$ cat src/rtl/dsconv_pkg.sv
// Shared types for the depthwise-separable conv pipeline: pixel width,
// signed pixel type and the pooling FSM state encoding.
package dsconv_pkg;
   localparam int DATA_W = 18;
   typedef logic signed [DATA_W-1:0] pixel_t;
   typedef enum logic {S_FILL = 1'b0, S_EMIT = 1'b1} state_t;
endpackage

$ cat src/rtl/dsconv_pool_linebuf.sv
// Half-width line buffer holding the horizontal-pair maxima of the last even row.
// Synchronous write, combinational read so the odd-row pixel can complete its window in one cycle.
module dsconv_pool_linebuf #(
   parameter int DEPTH  = 14,
   parameter int DATA_W = 18,
   parameter int AW     = (DEPTH > 1) ? $clog2(DEPTH) : 1
) (
   input  logic                     clk,
   input  logic                     we,
   input  logic [AW-1:0]            waddr,
   input  logic signed [DATA_W-1:0] wdata,
   input  logic [AW-1:0]            raddr,
   output logic signed [DATA_W-1:0] rdata
);
   logic signed [DATA_W-1:0] mem [DEPTH];

   always_ff @(posedge clk)
      if (we) mem[waddr] <= wdata;

   assign rdata = mem[raddr];
endmodule

$ cat src/rtl/dsconv_block_maxpool.sv
// 2x2 stride-2 max pooling over a raster-order pixel stream with no backpressure.
// Even rows fill the line buffer with pair maxima; odd rows finish each window.
module dsconv_block_maxpool
   import dsconv_pkg::*;
#(
   parameter int IMG_W  = 28,
   parameter int IMG_H  = 28,
   parameter int DATA_W = dsconv_pkg::DATA_W
) (
   input  logic                     clk,
   input  logic                     rst,
   input  logic                     start,
   input  logic signed [DATA_W-1:0] x,
   output logic signed [DATA_W-1:0] output_pixel,
   output logic                     ready,
   output logic                     frame_done
);
   localparam int HALF = IMG_W / 2;
   localparam int CW   = $clog2(IMG_W);
   localparam int RW   = $clog2(IMG_H);
   localparam int AW   = (HALF > 1) ? $clog2(HALF) : 1;

   generate
      if ((IMG_W % 2) != 0 || (IMG_H % 2) != 0 || IMG_W < 2 || IMG_H < 2) begin : g_bad_dims
         $error("dsconv_block_maxpool: IMG_W and IMG_H must be even and >= 2");
      end
   endgenerate

   function automatic logic signed [DATA_W-1:0] smax(input logic signed [DATA_W-1:0] a,
                                                     input logic signed [DATA_W-1:0] b);
      return (a > b) ? a : b;
   endfunction

   state_t                   state;
   logic [CW-1:0]            col;
   logic [RW-1:0]            row;
   logic signed [DATA_W-1:0] pair;
   logic signed [DATA_W-1:0] lb_rd;
   logic [AW-1:0]            lb_addr;
   logic                     lb_we;
   logic                     col_last, row_last;

   assign col_last = (col == CW'(IMG_W - 1));
   assign row_last = (row == RW'(IMG_H - 1));
   assign lb_addr  = AW'(col >> 1);
   assign lb_we    = start && (state == S_FILL) && col[0];

   dsconv_pool_linebuf #(.DEPTH(HALF), .DATA_W(DATA_W), .AW(AW)) u_linebuf (
      .clk   (clk),
      .we    (lb_we),
      .waddr (lb_addr),
      .wdata (smax(pair, x)),
      .raddr (lb_addr),
      .rdata (lb_rd)
   );

   // Counters, pair register and FSM move only on accepted pixels; ready/frame_done are single-cycle.
   always_ff @(posedge clk or negedge rst) begin
      if (!rst) begin
         state        <= S_FILL;
         col          <= '0;
         row          <= '0;
         pair         <= '0;
         output_pixel <= '0;
         ready        <= 1'b0;
         frame_done   <= 1'b0;
      end else begin
         ready      <= 1'b0;
         frame_done <= 1'b0;
         if (start) begin
            if (!col[0]) begin
               pair <= x;
            end else if (state == S_EMIT) begin
               output_pixel <= smax(lb_rd, smax(pair, x));
               ready        <= 1'b1;
               frame_done   <= row_last && col_last;
            end
            if (col_last) begin
               col   <= '0;
               row   <= row_last ? '0 : row + 1'b1;
               state <= (state == S_FILL) ? S_EMIT : S_FILL;
            end else begin
               col <= col + 1'b1;
            end
         end
      end
   end
endmodule

$ cat config.mk
export PLATFORM = sky130hd
export DESIGN_NAME = dsconv_block_maxpool
export DESIGN_NICKNAME = d
export VERILOG_FILES = /design/src/rtl/dsconv_pkg.sv /design/src/rtl/dsconv_pool_linebuf.sv /design/src/rtl/dsconv_block_maxpool.sv
export SDC_FILE = /design/constraint.sdc
export NUM_CORES = 1
export LEC_CHECK = 0
export BUFFER_PORTS_ARGS = -buffer_cell sky130_fd_sc_hd__buf_2
export CAP_MARGIN = 0
export CORE_UTILIZATION = 42
export CTS_CLUSTER_SIZE = 40
export DETAILED_ROUTE_END_ITERATION = 7
export GPL_ROUTABILITY_DRIVEN = 0
export GPL_TIMING_DRIVEN = 0
export SLEW_MARGIN = 20
export SYNTH_ARGS = -nofsm -noshare
export SYNTH_HDL_FRONTEND = slang
export SYNTH_SLANG_ARGS = --single-unit
$ cat constraint.sdc
create_clock -name clk -period 4.5 [get_ports clk]
set_input_delay 0.225 -clock clk [delete_from_list [all_inputs] [get_ports clk]]
set_output_delay 0.225 -clock clk [all_outputs]
set_load 0.01 [all_outputs]
==> impl_metrics.tcl, run 1 <==
set metrics [dict create \
    multi_input_area_um2 3910 \
    tightest_slew_ns 1.01 \
    status "finished clean" \
    grt_antenna_before_repair 0 \
    syn_area_um2 12900 \
    drive_gt1_share_pct 28.3 \
    crit_chain "ha_1 -> a21oi_1 -> o21ai_1 -> a2111o_1 -> o221ai_1 -> a21boi_1 -> buf_6 -> buf_12 -> mux2i_4 -> ha_1 -> nand4_1 -> or4_1 -> nor2_1 -> a21oi_1 -> o221ai_2 -> buf_4 -> buf_6 -> a2bb2oi_1 -> o21ai_1" \
    areaGrowthSynthToFinish_pct 17.6 \
    p_leak_nw 5.38 \
    first_iter_violations 700 \
    path_class "flip-flop to flip-flop" \
    clock-sinks 301 \
    worstPathRequired_ns 4.93 \
    grt_max_degree 50 \
    cp-start-kind "flip-flop" \
    dieArea_um2 31400 \
    wl_per_cell_um 23.9 \
    numPortBuffers 40 \
    seq_area_frac_synth_pct 68.3 \
    core-area_um2 29900 \
    drtPass1Iterations 7 \
    dp_cells 1177 \
    slowest_delay_ns 0.56 \
    h-tree-depth 1 \
    fin_util_pct 50.7 \
    max_freq_mhz 232 \
    synth_flop_cell "edfxtp_1" \
    synth_edf_count 252 \
    grt_first_pass_wirelength_um 45500 \
    via_count 7125 \
    root_buffer "clkbuf_16" \
    timing.final.hold_violations 0 \
    drv_slew 0 \
    period_needed_ns 4.32 \
    power_mw 10.1 \
    synthArstFlopShare_pct 16.3 \
    ys_warn_count 0 \
    drcViolationCount 0 \
    setup_viol 0 \
    syn-instance-count 735 \
    synth_area_leaders "edfxtp_1, mux4_2, dfrtp_1" \
    worst_hold_slack_ns 0.0143 \
    wl_um 30100 \
    clk_pin_slew_ns 0.06 \
    slew_headroom_pct 32.7 \
    fillers 2376 \
    ys_ff_latch 301 \
    final-seq-area_um2 8790 \
    period_share_pct 96.0 \
    synth.distinct_cells 49 \
    nets 903 \
    clk_path_buf_depth 3 \
    synth_nets 794 \
    ant_nets 0 \
    antenna_cells 0 \
    dieWidth_um 177 \
    grt_pass1_vias 7501 \
    max_cap_viol_count 0 \
    synth_largest_area_cell "edfxtp_1" \
    ir_drop_mv 0.405 \
    viasPerCell 5.66 \
    most-common-layout-cells "edfxtp_1, mux4_2, nand2_1, dfrtp_1, buf_2" \
    min_path_type "primary input to flip-flop" \
    cts_buffers 31 \
    avgSynthCellArea_um2 17.5 \
    power.density_nw_per_um2 669 \
    rsz0062_at_grt "false" \
    detailed_place_hpwl_um 20300 \
    skew_ns 0.0112 \
    cts_tree "done" \
    stdcell_count 1258 \
    track_usage_pct 19.8 \
    clock_latency_ns 0.56 \
    crit_fanout 10 \
    die_h_um 177 \
    slowest_stage "or4_1" \
    overflow 0 \
    worstSetupEndpointType "flip-flop" \
    start_util_pct 43.1 \
    final_common_cell "edfxtp_1" \
    std_cell_rows 63 \
    io_pins 41 \
    critPathArrivalTime_ns 4.75 \
    synth_top_area_share_pct 58.7 \
]
## critical path, delay by kind of cell, from the launching register on
kind / cells / cell delay (ns)
compound gates: 9 / 1.41
flops: 1 / 0.42
buf+inv: 4 / 0.65
simple gates: 3 / 0.80
mux: 1 / 0.22
fa+ha+maj: 2 / 0.66
## routing by layer
| layer | GRT usage, % | wire length (um) | part of all wire (%) |
|---|---|---|---|
| met5 | 0 | 0 | 0 |
| met4 | 4.92 | 584 | 1.9 |
| met3 | 3.31 | 1890 | 6.3 |
| met2 | 33.8 | 15000 | 50 |
| met1 | 26.3 | 12600 | 42 |
## final timing paths
path                                      startpoint  slack (ns)  cells after the start                      endpoint
worst max-delay path            pair[15]$_DFFE_PN0P_        0.18                     19  output_pixel[11]$_DFFE_PN0P_
min in group asynchronous                        rst        0.23                      2          pair[14]$_DFFE_PN0P_
worst min register to register    row[4]$_DFFE_PN0P_        0.50                      2            row[4]$_DFFE_PN0P_
worst max register to register  pair[15]$_DFFE_PN0P_        0.18                     19  output_pixel[11]$_DFFE_PN0P_
max in group asynchronous                        rst        3.83                      2            row[0]$_DFFE_PN0P_
worst min-delay path                           x[12]        0.01                      3          pair[12]$_DFFE_PN0P_
## cells in the mapped netlist, types with 2 or more instances
cell type,number
o21ai_0,25
nor3b_1,2
mux2_1,13
mux2i_1,9
a2bb2oi_1,10
nand4_1,8
a21o_1,4
mux4_2,71
o221ai_1,2
mux2_2,8
nand2_1,50
inv_1,42
o21bai_1,2
ha_1,38
a21oi_1,15
a2bb2oi_2,7
buf_1,3
mux2i_2,10
nor2b_1,3
buf_4,3
nor3_1,8
nand3_1,11
clkbuf_1,14
dfrtp_1,49
nand2b_1,5
buf_2,6
nor2_1,20
buf_6,8
o21ai_1,18
edfxtp_1,252
## flip-flops by register name, indices dropped and copies added, names as in the netlist
signal and count:
col 5, row 5, ready 1, u_linebuf.mem 252, state 1, output_pixel 18
pair 18, frame_done 1
## layout make-up
class,count,share of cell area (%)
tap,390,3.22
multi-input combinational,356,25.8
clock buffer,35,5.22
timing repair buffer,76,4.04
clock inverter,22,1.03
sequential,301,58.1
inverter,43,1.07
buffer,35,1.53
## cell families (layout without fill, tap and decap cells)
family / count (synthesis) / in the layout / synth area share [%]
AO/OA/AOI/OAI: 92 / 92 / 4.81
XOR/XNOR: 1 / 1 / 0.0680
adder cells (fa/ha/maj): 38 / 38 / 3.69
buffers and inverters: 78 / 211 / 3.01
flip-flops: 301 / 301 / 68.3
multiplexers: 112 / 112 / 16.1
AND/OR/NAND/NOR: 113 / 113 / 4.02
## per-stage QoR
step                setup slack (ns)  area, um^2  setup TNS [ns]
floorplan                      0.635       12900               0
global placement             -0.0646       13600          -0.528
detailed placement            -0.143       13800           -1.04
CTS                           0.0586       15000               0
global route                  0.0265       15100               0
finish                         0.181       15100               0
## power breakdown
group	leakage (nW)	switching, mW	total (mW)	internal (mW)
registers	2.89	0.159	3.74	3.59
clock network	0.463	1.03	2.40	1.37
logic	2.02	2.15	3.98	1.83
total	5.38	3.34	10.1	6.78
## what timing repair did
action / in CTS / in global routing
resized for setup: 8 / 14
buffers inserted: 2 / 6
hold endpoints to repair: 64 / 0
hold buffers: 16 / 0
endpoints found under the setup margin: 10 / 18
pin swaps: 0 / 3
No activity file was read; power rests on OpenSTA's default activity.
==> inputs of run 2 (changes only) <==
Clock period 4.5 ns to 5.48 ns, I/O delays scaled along.
==> run 2 against run 1 <==
  * Worst setup slack better by 0.55 ns
  * Clock-buffer cell count stayed put
  * First-iteration DRC count is 2.7% higher
  * Via count is 0.49% lower
  * Clock power is 18% lower
  * Register-to-register slack better by 0.55 ns
  * Flip-flop and latch count stayed put
  * Non-clock buffer count is 22 lower
  * Die area stayed put
  * Power is 20% lower
==> impl_metrics.tcl, run 2 (synthesis gave the netlist of run 1 again) <==
set metrics [dict create \
    first_iter_violations 719 \
    min_path_type "primary input to flip-flop" \
    final_common_cell "edfxtp_1" \
    drcViolationCount 0 \
    max_freq_mhz 210 \
    path_class "flip-flop to flip-flop" \
    io_pins 41 \
    power.density_nw_per_um2 546 \
    ir_drop_mv 0.334 \
    grt_pass1_vias 7480 \
    nets 881 \
    max_cap_viol_count 0 \
    die_h_um 177 \
    post-cts-setup-buffers 0 \
    overflow 0 \
    cts_tree "done" \
    std_cell_rows 63 \
    detailed_place_hpwl_um 20300 \
    wl_per_cell_um 24.2 \
    wl_um 29900 \
    timing.final.hold_violations 0 \
    p_sw_share_pct 33.0 \
    dieWidth_um 177 \
    worstSetupEndpointType "flip-flop" \
    grt_first_pass_wirelength_um 45300 \
    p_seq_share_pct 37.9 \
    period_needed_ns 4.75 \
    areaGrowthSynthToFinish_pct 15.0 \
    start_util_pct 43.1 \
    antenna_cells 0 \
    track_usage_pct 19.7 \
    tns_ns 0 \
    root_buffer "clkbuf_16" \
    comb_power_share_pct 37.7 \
    cts_buffers 31 \
    clock-sinks 301 \
    cp-start-kind "flip-flop" \
    hold_buffers 2 \
    crit_end "output_pixel[9]$_DFFE_PN0P_" \
    most-common-layout-cells "edfxtp_1, mux4_2, nand2_1" \
    worstPathRequired_ns 5.90 \
    largest_reg_flops 252 \
    dieArea_um2 31400 \
    p_leak_nw 5.27 \
    viasPerCell 5.74 \
    reg2reg_depth 17 \
    worstReg2RegStart "pair[17]$_DFFE_PN0P_" \
    p_sw_mw 2.67 \
    grt_antenna_before_repair 0 \
    drv_slew 0 \
    period_share_pct 86.7 \
    internal_power_mw 5.42 \
    ant_nets 0 \
    clk_pin_slew_ns 0.06 \
    critPathArrivalTime_ns 5.17 \
    cp-startpoint "pair[17]$_DFFE_PN0P_" \
    slew_headroom_pct 32.2 \
    clock_latency_ns 0.56 \
    p_clk_share_pct 24.4 \
    h-tree-depth 1 \
    crit_fanout 10 \
    tightest_slew_ns 1.02 \
    ctsResizeCount 0 \
    clk_path_buf_depth 3 \
    setup_viol 0 \
    core-area_um2 29900 \
    via_count 7090 \
    regMostFlops "u_linebuf.mem" \
    power_mw 8.09 \
    rrSetupSlack_ns 0.73 \
    drtPass1Iterations 5 \
    skew_ns 0.0159 \
    drive_gt1_share_pct 26.6 \
    numPortBuffers 40 \
    reg_top3 "u_linebuf.mem: 252 flops, output_pixel: 18 flops, pair: 18 flops" \
    worst_r2r_endpoint "output_pixel[9]$_DFFE_PN0P_" \
    fillers 2410 \
    rsz0062_at_grt "false" \
    grt_max_degree 50 \
    status "finished clean" \
    worst_hold_slack_ns 0.0174 \
]
run 2: stage by stage:
| stage | instance area, um^2 | util (%) | setup slack (ns) | cells |
|---|---|---|---|---|
| 4_1_cts | 14800 | 49.6 | 0.803 | 1236 |
| 3_5_place_dp | 13800 | 46.4 | 0.819 | 1177 |
| 6_report | 14800 | 49.6 | 0.728 | 1236 |
| 2_1_floorplan | 12900 | - | 1.62 | 735 |
| 5_1_grt | 14800 | 49.6 | 0.431 | 1236 |
| 3_3_place_gp | 13600 | 45.4 | 0.887 | 1165 |
run 2: critical path: stages (launching register included):
cell and delay (ns):
dfrtp_1 0.41, ha_1 0.33, nand4_1 0.18, nor3_1 0.41, o221ai_1 0.20, a21boi_1 0.20, buf_6 0.20, mux2i_1 0.61
ha_1 0.36, a21oi_1 0.14, nor2_1 0.07, a211oi_1 0.37, o2111ai_1 0.18, o221ai_1 0.24, buf_4 0.26, buf_4 0.20
a2bb2oi_1 0.18, o21ai_1 0.08
run 2: cell type report:
type | count | area [um^2] | area share, %
Timing Repair Buffer | 54 | 408 | 2.75
Multi-Input combinational cell | 356 | 3790 | 25.6
Inverter | 43 | 161 | 1.09
Clock buffer | 35 | 791 | 5.34
Buffer | 35 | 226 | 1.53
Clock inverter | 22 | 156 | 1.06
Tap cell | 390 | 488 | 3.29
Sequential cell | 301 | 8790 | 59.3
run 2: how the worst min path moves through the flow:
stage               cells after the start                    to               start
finish                                  3   pair[1]$_DFFE_PN0P_                x[1]
global route                            3  pair[14]$_DFFE_PN0P_               x[14]
CTS                                     3   pair[5]$_DFFE_PN0P_                x[5]
detailed placement                      2    row[4]$_DFFE_PN0P_  row[4]$_DFFE_PN0P_
global placement                        2    row[4]$_DFFE_PN0P_  row[4]$_DFFE_PN0P_
floorplan                               0    col[0]$_DFFE_PN0P_                 rst
run 2: per-layer routing:
layer | wire length, um | global-route usage, %
met2 | 14800 | 33.7
met1 | 12400 | 26.1
met5 | 0 | 0
met4 | 656 | 4.81
met3 | 1990 | 3.37
run 2: power by group through the flow:
stage	Sequential, mW	Combinational, mW	Clock (mW)
after floorplan	3.10	2.13	0
after global placement	3.10	2.89	0
after detailed placement	3.11	3.06	0
after CTS	3.07	3.06	2.00
after global routing	3.09	3.31	2.09
final	3.07	3.05	1.97
==> inputs of run 3 (changes only) <==
Settings changed: RECOVER_POWER set to 50.
==> run 3 against run 2 <==
  * The flow now finishes with violations (max-capacitance violations, max-slew violations)
  * Flip-flop and latch count is the same
  * Clock-buffer cell count is the same
  * Sequential share of layout area grew 1.1 points
  * Largest power group unchanged
==> impl_metrics.tcl, run 3 (synthesis gave the netlist of run 1 again) <==
set metrics [dict create \
    worst_r2r_endpoint "output_pixel[9]$_DFFE_PN0P_" \
    clk_path_buf_depth 3 \
    track_usage_pct 19.7 \
    timing.final.hold_violations 0 \
    std_cell_rows 63 \
    most-common-layout-cells "edfxtp_1, mux4_2, clkbuf_1" \
    drtPass1Iterations 5 \
    cp-start-kind "flip-flop" \
    regMostFlops "u_linebuf.mem" \
    holdPathEnd "pair[1]$_DFFE_PN0P_" \
    crit_chain "buf_6 -> clkbuf_1 -> buf_2 -> mux2_1 -> mux4_2 -> ha_1 -> nand4_1 -> or4_1 -> nor2_1 -> a21oi_1 -> o221ai_1 -> buf_4 -> buf_4 -> a2bb2oi_1 -> o21ai_1" \
    whs_path_depth 3 \
    cp-startpoint "col[1]$_DFFE_PN0P_" \
    largest_reg_flops 252 \
    fillers 2464 \
    worstPathRequired_ns 5.90 \
    drive_gt1_share_pct 20.8 \
    grt_use_met1_pct 26.1 \
    power.density_nw_per_um2 550 \
    path_common_cell "buf_4" \
    period_share_pct 87.8 \
    p_leak_nw 5.10 \
    die_h_um 177 \
    rsz0062_at_grt "false" \
    worstReg2RegStart "col[1]$_DFFE_PN0P_" \
    areaGrowthSynthToFinish_pct 13.0 \
    io_pins 41 \
    status "finished with violations" \
    crit_fanout 10 \
    slowest_delay_ns 0.70 \
    h-tree-depth 1 \
    dieWidth_um 177 \
    reg2reg_depth 15 \
    tightest_slew_ns 2.64 \
    use_met2_pct 33.7 \
    max_cap_viol_count 4 \
    grt_first_pass_wirelength_um 45300 \
    ant_nets 0 \
    min_path_type "primary input to flip-flop" \
    clock-sinks 301 \
    numPortBuffers 40 \
    dieArea_um2 31400 \
    max_freq_mhz 208 \
    nets 881 \
    met3_usage_pct 3.37 \
    cts_tree "done" \
    wl_per_cell_um 24.2 \
    min_from "x[1]" \
    worst_slack_ns 0.671 \
    core-area_um2 29900 \
    ir_drop_mv 0.331 \
    grt_antenna_before_repair 0 \
    setup_viol 0 \
    rrSetupSlack_ns 0.67 \
    worstSetupEndpointType "flip-flop" \
    overflow 0 \
    busiest_layer "met2" \
    clock_latency_ns 0.56 \
    tns_ns 0 \
    final_common_cell "edfxtp_1" \
    slowest_stage "clkbuf_1" \
    period_needed_ns 4.81 \
    drv_slew 107 \
    via_count 7066 \
    slew_headroom_pct -75.8 \
    clk_pin_slew_ns 0.06 \
    stdcell_count 1236 \
    wl_um 29900 \
    first_iter_violations 729 \
    skew_ns 0.0138 \
    drcViolationCount 0 \
    grt_max_degree 50 \
    critPathArrivalTime_ns 5.23 \
    grt_pass1_vias 7480 \
    cp.buffers_inverters 5 \
    root_buffer "clkbuf_16" \
    dp_cells 1177 \
    cts_buffers 31 \
    reg_top3 "u_linebuf.mem: 252 flops, output_pixel: 18 flops, pair: 18 flops" \
    pre_cts_ws_ns 0.819 \
    crit_family "buffers and inverters" \
    viasPerCell 5.72 \
    antenna_cells 0 \
    path_class "flip-flop to flip-flop" \
    start_util_pct 43.1 \
    violations "max-capacitance violations, max-slew violations" \
    detailed_place_hpwl_um 20300 \
]
## run 3: timing repair
action,in CTS,in global routing
endpoints found under the hold margin,50,0
hold buffers,2,0
setup buffers,0,0
setup endpoints to repair,0,0
resized for setup,0,0
## run 3: stage by stage
step	hold slack [ns]	instance area [um^2]	util (%)	power, mW
after floorplan	-0.0216	12900	-	5.23
after global placement	0.470	13600	45.4	5.99
after detailed placement	0.485	13800	46.4	6.17
after CTS	0.00182	14800	49.6	8.13
after global routing	0.0259	14600	48.7	8.42
final	0.0192	14600	48.7	8.01
## run 3: power by group
| group | switching (mW) | internal [mW] |
|---|---|---|
| logic | 1.67 | 1.30 |
| clock network | 0.850 | 1.12 |
| registers | 0.123 | 2.95 |
| total | 2.65 | 5.37 |
## run 3: worst max path at each step
stage                              endpoint  depth (start not counted)  slack [ns]
3_5_place_dp   output_pixel[11]$_DFFE_PN0P_                         20        0.82
5_1_grt         output_pixel[9]$_DFFE_PN0P_                         15        0.35
2_1_floorplan  output_pixel[10]$_DFFE_PN0P_                         19        1.62
4_1_cts        output_pixel[11]$_DFFE_PN0P_                         18        0.80
3_3_place_gp   output_pixel[10]$_DFFE_PN0P_                         20        0.89
6_report        output_pixel[9]$_DFFE_PN0P_                         15        0.67
## run 3: routing by layer
layer	part of all wire [%]	vias up
met5	0	-
met4	2.3	0
met3	6.7	53
met2	50	264
met1	41	3682
li1	-	3067
## run 3: final cells by class
cell class | count | area [um^2] | share of cell area (%)
Sequential cell | 301 | 8790 | 60.4
Multi-Input combinational cell | 356 | 3720 | 25.5
Clock buffer | 35 | 791 | 5.43
Tap cell | 390 | 488 | 3.35
Timing Repair Buffer | 54 | 239 | 1.64
Buffer | 35 | 213 | 1.46
Inverter | 43 | 161 | 1.11
Clock inverter | 22 | 156 | 1.07
## run 3: worst register-to-register path: stages, from the launching register on
cell and delay, ns:
dfrtp_1 0.40, buf_6 0.15, clkbuf_1 0.70, buf_2 0.44, mux2_1 0.35, mux4_2 0.53, ha_1 0.33, nand4_1 0.19
or4_1 0.60, nor2_1 0.12, a21oi_1 0.05, o221ai_1 0.10, buf_4 0.26, buf_4 0.20, a2bb2oi_1 0.19, o21ai_1 0.08
